<file path="src/rtl/i2c_bus_gen_if.sv">
// I2C bus generator interface: host command handshake, results and the
// open-drain pad controls/levels.
// master: the generator itself (drives the bus, serves commands).
// slave:  the host sequencer plus pad/bus model on the other side.
interface i2c_bus_gen_if;
    logic       cmd_valid;
    logic       cmd_ready;
    logic [1:0] cmd;
    logic [7:0] wr_data;
    logic       rd_ack_in;
    logic       done;
    logic       err;
    logic [7:0] rd_data;
    logic       ack_rcvd;
    logic       bus_held;
    logic       scl_oe;
    logic       sda_oe;
    logic       scl_in;
    logic       sda_in;

    modport master (
        input  cmd_valid, cmd, wr_data, rd_ack_in, scl_in, sda_in,
        output cmd_ready, done, err, rd_data, ack_rcvd, bus_held, scl_oe, sda_oe
    );

    modport slave (
        output cmd_valid, cmd, wr_data, rd_ack_in, scl_in, sda_in,
        input  cmd_ready, done, err, rd_data, ack_rcvd, bus_held, scl_oe, sda_oe
    );
endinterface

</file>
<file path="src/rtl/i2c_bus_gen.sv">
// Command-driven I2C master bit/byte generator: START, repeated START, STOP,
// 8-bit WRITE/READ with ACK on open-drain SCL/SDA, timed in quarter SCL
// periods of CLK_DIV system clocks.
// Optional: define I2C_GEN_STRETCH_EN to honour slave clock stretching in Q2.
module i2c_bus_gen #(
    parameter int unsigned CLK_DIV = 250
) (
    input  logic          clk,
    input  logic          reset,
    i2c_bus_gen_if.master bus
);
    localparam int unsigned CNT_W = (CLK_DIV > 1) ? $clog2(CLK_DIV) : 1;

    typedef enum logic [2:0] {
        S_IDLE,
        S_START,
        S_STOP,
        S_BIT,
        S_ERR
    } state_t;

    state_t           state, state_n;
    logic [CNT_W-1:0] cnt, cnt_n;
    logic [1:0]       q, q_n;
    logic [3:0]       bit_idx, bit_n;
    logic             op_rd, op_rd_n;
    logic             rack, rack_n;
    logic [7:0]       tx, tx_n;
    logic [7:0]       rx, rx_n;
    logic             ack_tmp, ack_tmp_n;
    logic [7:0]       rd_data, rd_data_n;
    logic             ack_rcvd, ack_rcvd_n;
    logic             bus_held, bus_held_n;
    logic             done, done_n;
    logic             err, err_n;
    logic             scl_oe, scl_n;
    logic             sda_oe, sda_n;
    logic             tick;
    logic             hold;

    assign tick = (cnt == CNT_W'(CLK_DIV - 1));

`ifdef I2C_GEN_STRETCH_EN
    // A slave holding SCL low during Q2 freezes the quarter counter.
    assign hold = (q == 2'd2) && !bus.scl_in;
`else
    assign hold = 1'b0;
`endif

    assign bus.cmd_ready = (state == S_IDLE);
    assign bus.done      = done;
    assign bus.err       = err;
    assign bus.rd_data   = rd_data;
    assign bus.ack_rcvd  = ack_rcvd;
    assign bus.bus_held  = bus_held;
    assign bus.scl_oe    = scl_oe;
    assign bus.sda_oe    = sda_oe;

    // State register.
    always_ff @(posedge clk) begin
        if (reset) state <= S_IDLE;
        else       state <= state_n;
    end

    // Next-state, quarter sequencing and pin/result updates.
    // Pin values are registered at each quarter boundary, so the value for a
    // quarter is computed on the tick that ends the previous one. The done
    // cycle is spent in the operation state so cmd_ready rises one cycle later.
    always_comb begin
        state_n    = state;
        cnt_n      = cnt;
        q_n        = q;
        bit_n      = bit_idx;
        op_rd_n    = op_rd;
        rack_n     = rack;
        tx_n       = tx;
        rx_n       = rx;
        ack_tmp_n  = ack_tmp;
        rd_data_n  = rd_data;
        ack_rcvd_n = ack_rcvd;
        bus_held_n = bus_held;
        done_n     = 1'b0;
        err_n      = 1'b0;
        scl_n      = scl_oe;
        sda_n      = sda_oe;
        unique case (state)
            S_IDLE: begin
                if (bus.cmd_valid) begin
                    cnt_n = '0;
                    q_n   = '0;
                    bit_n = '0;
                    case (bus.cmd)
                        2'b00: begin
                            state_n = S_START;
                            sda_n   = 1'b0;
                        end
                        2'b01: begin
                            state_n = S_STOP;
                            scl_n   = 1'b1;
                            sda_n   = 1'b1;
                        end
                        default: begin
                            if (!bus_held) begin
                                state_n = S_ERR;
                                done_n  = 1'b1;
                                err_n   = 1'b1;
                            end else begin
                                state_n = S_BIT;
                                op_rd_n = bus.cmd[0];
                                rack_n  = bus.rd_ack_in;
                                tx_n    = bus.wr_data;
                                scl_n   = 1'b1;
                                sda_n   = bus.cmd[0] ? 1'b0 : ~bus.wr_data[7];
                            end
                        end
                    endcase
                end
            end
            S_ERR: state_n = S_IDLE;
            default: begin
                if (done) begin
                    state_n = S_IDLE;
                end else if (hold) begin
                    cnt_n = '0;
                end else if (!tick) begin
                    cnt_n = cnt + 1'b1;
                end else begin
                    cnt_n = '0;
                    q_n   = q + 2'd1;
                    case (state)
                        S_START: begin
                            case (q)
                                2'd0: scl_n = 1'b0;
                                2'd1: sda_n = 1'b1;
                                2'd2: scl_n = 1'b1;
                                default: begin
                                    done_n     = 1'b1;
                                    bus_held_n = 1'b1;
                                end
                            endcase
                        end
                        S_STOP: begin
                            case (q)
                                2'd0: scl_n = 1'b0;
                                2'd1: sda_n = 1'b0;
                                2'd2: ;
                                default: begin
                                    done_n     = 1'b1;
                                    bus_held_n = 1'b0;
                                end
                            endcase
                        end
                        default: begin
                            case (q)
                                2'd0: scl_n = 1'b0;
                                2'd1: ;
                                2'd2: begin
                                    if (op_rd && !bit_idx[3]) rx_n = {rx[6:0], bus.sda_in};
                                    if (!op_rd && bit_idx[3]) ack_tmp_n = bus.sda_in;
                                    scl_n = 1'b1;
                                end
                                default: begin
                                    if (bit_idx[3]) begin
                                        done_n = 1'b1;
                                        sda_n  = 1'b0;
                                        if (op_rd) rd_data_n  = rx;
                                        else       ack_rcvd_n = ack_tmp;
                                    end else begin
                                        bit_n = bit_idx + 4'd1;
                                        tx_n  = {tx[6:0], 1'b0};
                                        if (bit_idx == 4'd7) sda_n = op_rd ? ~rack : 1'b0;
                                        else                 sda_n = op_rd ? 1'b0 : ~tx[6];
                                    end
                                end
                            endcase
                        end
                    endcase
                end
            end
        endcase
    end

    // Datapath, counters and registered outputs.
    always_ff @(posedge clk) begin
        if (reset) begin
            cnt      <= '0;
            q        <= '0;
            bit_idx  <= '0;
            op_rd    <= 1'b0;
            rack     <= 1'b0;
            tx       <= '0;
            rx       <= '0;
            ack_tmp  <= 1'b1;
            rd_data  <= '0;
            ack_rcvd <= 1'b1;
            bus_held <= 1'b0;
            done     <= 1'b0;
            err      <= 1'b0;
            scl_oe   <= 1'b0;
            sda_oe   <= 1'b0;
        end else begin
            cnt      <= cnt_n;
            q        <= q_n;
            bit_idx  <= bit_n;
            op_rd    <= op_rd_n;
            rack     <= rack_n;
            tx       <= tx_n;
            rx       <= rx_n;
            ack_tmp  <= ack_tmp_n;
            rd_data  <= rd_data_n;
            ack_rcvd <= ack_rcvd_n;
            bus_held <= bus_held_n;
            done     <= done_n;
            err      <= err_n;
            scl_oe   <= scl_n;
            sda_oe   <= sda_n;
        end
    end
endmodule

</file>
<file path="src/flat_wrapper.sv">
// flat-port wrapper written by rule: the top's interface ports become plain ports
module i2c_bus_gen_flat 
#(
    parameter int unsigned CLK_DIV = 250
)
  (clk, reset, bus_cmd_valid, bus_cmd, bus_wr_data, bus_rd_ack_in, bus_scl_in, bus_sda_in, bus_cmd_ready, bus_done, bus_err, bus_rd_data, bus_ack_rcvd, bus_bus_held, bus_scl_oe, bus_sda_oe);
  i2c_bus_gen_if bus_i ();
  input  logic clk;
  input  logic reset;
  input wire logic [$bits(bus_i.cmd_valid)-1:0] bus_cmd_valid;
  input wire logic [$bits(bus_i.cmd)-1:0] bus_cmd;
  input wire logic [$bits(bus_i.wr_data)-1:0] bus_wr_data;
  input wire logic [$bits(bus_i.rd_ack_in)-1:0] bus_rd_ack_in;
  input wire logic [$bits(bus_i.scl_in)-1:0] bus_scl_in;
  input wire logic [$bits(bus_i.sda_in)-1:0] bus_sda_in;
  output wire logic [$bits(bus_i.cmd_ready)-1:0] bus_cmd_ready;
  output wire logic [$bits(bus_i.done)-1:0] bus_done;
  output wire logic [$bits(bus_i.err)-1:0] bus_err;
  output wire logic [$bits(bus_i.rd_data)-1:0] bus_rd_data;
  output wire logic [$bits(bus_i.ack_rcvd)-1:0] bus_ack_rcvd;
  output wire logic [$bits(bus_i.bus_held)-1:0] bus_bus_held;
  output wire logic [$bits(bus_i.scl_oe)-1:0] bus_scl_oe;
  output wire logic [$bits(bus_i.sda_oe)-1:0] bus_sda_oe;
  assign bus_i.cmd_valid = bus_cmd_valid;
  assign bus_i.cmd = bus_cmd;
  assign bus_i.wr_data = bus_wr_data;
  assign bus_i.rd_ack_in = bus_rd_ack_in;
  assign bus_i.scl_in = bus_scl_in;
  assign bus_i.sda_in = bus_sda_in;
  assign bus_cmd_ready = bus_i.cmd_ready;
  assign bus_done = bus_i.done;
  assign bus_err = bus_i.err;
  assign bus_rd_data = bus_i.rd_data;
  assign bus_ack_rcvd = bus_i.ack_rcvd;
  assign bus_bus_held = bus_i.bus_held;
  assign bus_scl_oe = bus_i.scl_oe;
  assign bus_sda_oe = bus_i.sda_oe;
  i2c_bus_gen #(.CLK_DIV(CLK_DIV)) u_core (.clk(clk), .reset(reset), .bus(bus_i));
endmodule
</file>
<file path="config.mk">
export PLATFORM = sky130hd
export DESIGN_NAME = i2c_bus_gen_flat
export DESIGN_NICKNAME = d
export VERILOG_FILES = /design/src/rtl/i2c_bus_gen_if.sv /design/src/rtl/i2c_bus_gen.sv /design/src/flat_wrapper.sv
export SDC_FILE = /design/constraint.sdc
export NUM_CORES = 1
export LEC_CHECK = 0
export ABC_CLOCK_PERIOD_IN_PS = 5700
export CELL_PAD_IN_SITES_DETAIL_PLACEMENT = 1
export CELL_PAD_IN_SITES_GLOBAL_PLACEMENT = 2
export CORE_MARGIN = 1
export CORE_UTILIZATION = 37
export CTS_BUF_LIST = sky130_fd_sc_hd__clkbuf_16
export CTS_CLUSTER_DIAMETER = 120
export CTS_CLUSTER_SIZE = 12
export DETAILED_ROUTE_END_ITERATION = 10
export GPL_ROUTABILITY_DRIVEN = 0
export PLACE_DENSITY = 0.81
export SETUP_SLACK_MARGIN = 0.05
export SLEW_MARGIN = 5
export SYNTH_ARGS = -nofsm -noshare
export SYNTH_HDL_FRONTEND = slang
export SYNTH_SLANG_ARGS = --single-unit
</file>
<file path="constraint.sdc">
create_clock -name clk -period 5.7 [get_ports clk]
set_clock_uncertainty 0.15 [all_clocks]
set_input_delay 1.425 -clock clk [delete_from_list [all_inputs] [get_ports clk]]
set_output_delay 1.425 -clock clk [all_outputs]
set_load 0.05 [all_outputs]
</file>
==> results_dict.tcl <==
set metrics [dict create \
    crit_fanout 19 \
    wirelength_mm 5.861 \
    nets 324 \
    vias 2056 \
    detailedPlacementHpwl_mm 4.240 \
    cts.clk_slew.worst_paths_ns 0.07 \
    peakVddDrop_mv 0.1114 \
    ys_seq_area_share_pct 38.08 \
    power.leakage_nw 1.139 \
    finalCriticalPeriod_ns 4.178 \
    dr.pass1.iters 4 \
    syn_inst 278 \
    final_hold_viol_count 0 \
    diodes 0 \
    met1_usage_pct 23.48 \
    min_period_over_period_pct 73.29 \
    drive_gt1_share_pct 10.60 \
    ctsResizeCount 0 \
    fmax_mhz 239.4 \
    synth-seq-cells 49 \
    grt_setup_unrepaired "no" \
    cts_root_buf "clkbuf_16" \
    grt_overflow 0 \
    worstHoldPathCells 2 \
    grt_pass1_vias 2058 \
    dr.first_iter.drc_count 102 \
    yosysWarnings 0 \
    wl_per_cell_um 15.34 \
    clkSinkCount 49 \
    ctsHoldBuffers 0 \
    synthesis.area_um2 2576 \
    synth_top_area_share_pct 38.08 \
    gr-usage-all-layers_pct 17.68 \
    critPathKind "reg -> out" \
    portBuffers 29 \
    synth_edf_count 0 \
    use_met3_pct 3.210 \
    setup_viol 0 \
    end_kind "output port" \
    rows 30 \
    yosysTopAreaCell "dfxtp_1" \
    cap_violations 0 \
    worstPathRequired_ns 4.12 \
    initial_core_util_pct 38.13 \
    p_per_area_nw_per_um2 260.5 \
    layout_setup_ws_ns 1.522 \
    clock_latency_ns 0.29 \
    avgSynthCellArea_um2 9.267 \
    postSynth.asyncResetShare_pct 0 \
    cts_tree "done" \
    io_pins 31 \
    synth_cell_types 58 \
    antenna_found_initial 0 \
    detailedPlace.worstSlack_ns 1.836 \
    finalPower_mw 0.7923 \
    die_x_um 85.45 \
    crit_arrival_ns 2.60 \
    drtAntennaViolNets 0 \
    synth_nets 301 \
    chipHeight_um 85.45 \
    synth_area_leaders "dfxtp_1 (38%), mux2i_1 (7.4%), nand2b_1 (5.6%), a21oi_1 (4.3%), ha_1 (3.4%)" \
    use_met2_pct 29.16 \
    finalMaxSlewViolations 0 \
    core-area_um2 6756 \
    post_cts_buffers 0 \
    dieArea_um2 7301 \
    yosys-top-cells-count "dfxtp_1 (49), nand2b_1 (23), a21oi_1 (22)" \
    slew-limit-headroom_pct 39.61 \
    clock_path_buffers 2 \
    synth-main-ff-cell "dfxtp_1" \
    status "finished clean" \
    fin_setup_tns_ns 0 \
    route.detailed.drc 0 \
    via_per_inst 5.382 \
    tightest_slew_ns 0.9030 \
    worstSetupStartpointType "flip-flop" \
    grt_max_degree 30 \
    grt.busiest_layer "met2" \
    cts_buffers 5 \
    yosysMostFrequentCell "dfxtp_1" \
    h-tree-depth 2 \
    reg2reg_depth 4 \
    hold_class "reg -> reg" \
    grt_first_pass_wirelength_mm 10.23 \
    syn_to_final_growth_pct 18.07 \
]
## cell type report
class                   count  area (um2)
clock buffers               5       125.1
repair buffers             31       305.3
inverters                   8       30.03
flip-flops and latches     49       980.9
well taps                  80       100.1
fillers                   781        3715
clock inverters             3       25.02
multi-input cells         206        1475
## flip-flops by register name, indices dropped and copies added (netlist names), 2 cells and up
signal              cells
u_core.q                2
u_core.state            3
u_core.rx               8
u_core.bit_idx          4
u_core.bus.rd_data      8
u_core.tx               7
u_core.cnt              8
## cell usage in the layout, fill, tap and decap left out, drive strengths merged, types with 3 or more instances in the layout
cell | netlist | routed
nor2 | 21 | 21
nand3 | 3 | 3
dfxtp | 49 | 49
mux2i | 19 | 19
a211oi | 5 | 5
xor2 | 4 | 4
nor2b | 7 | 7
a21oi | 22 | 22
nand2 | 20 | 20
nand2b | 23 | 23
mux2 | 6 | 6
nand4b | 3 | 3
nand4 | 9 | 9
o21ai | 9 | 9
inv | 8 | 9
clkbuf | 6 | 5
xnor2 | 4 | 4
clkdlybuf4s50 | 0 | 29
o31ai | 4 | 4
ha | 7 | 7
## metrics by stage
stage	instance area (um2)	hold slack (ns)	utilization, %	std cells
after floorplan	2576	0.2980	-	278
after global placement	2892	0.3110	42.80	374
after detailed placement	2892	0.3222	42.80	374
after CTS	3042	0.3351	45.02	382
after global routing	3042	0.3583	45.02	382
final	3042	0.3278	45.02	382
## logic make-up (layout without fill, tap and decap cells)
logic type      count (synthesis)  count (layout)  synth area share [%]
simple gates                  107             107                 24.72
compound gates                 59              59                 16.42
flops                          49              49                 38.08
mux                            25              25                 10.00
buf+inv                        23              47                 4.662
xor+xnor                        8               8                 2.719
fa+ha+maj                       7               7                 3.400
## worst paths after layout
check        slack (ns)                                from                                 end
max                1.52        u_core.state[1]$_SDFFE_PP0P_                       bus_cmd_ready
min                0.33  u_core.bus.rd_data[2]$_SDFFE_PP0P_  u_core.bus.rd_data[2]$_SDFFE_PP0P_
min reg2reg        0.33  u_core.bus.rd_data[2]$_SDFFE_PP0P_  u_core.bus.rd_data[2]$_SDFFE_PP0P_
max reg2reg        3.15        u_core.state[1]$_SDFFE_PP0P_           u_core.rx[7]$_SDFFE_PP0P_
## per-layer routing
metal / vias up / wire (um) / part of all wire [%]
met5: - / 0 / 0
met1: 993 / 2907 / 50
li1: 1041 / - / -
met3: 7 / 98 / 1.7
met2: 15 / 2788 / 48
met4: 0 / 68 / 1.2
## power breakdown
group,internal (mW),switching (mW),leakage [nW]
clock network,0.165,0.139,0.0704
logic,0.0492,0.0761,0.672
registers,0.351,0.0118,0.396
## critical path: stages (launching register included)
cell	delay (ns)
dfxtp_1	0.49
or3_1	0.42
buf_4	0.21
inv_1	0.31
clkdlybuf4s50_1	0.88
(Power assumes the default switching activity.)
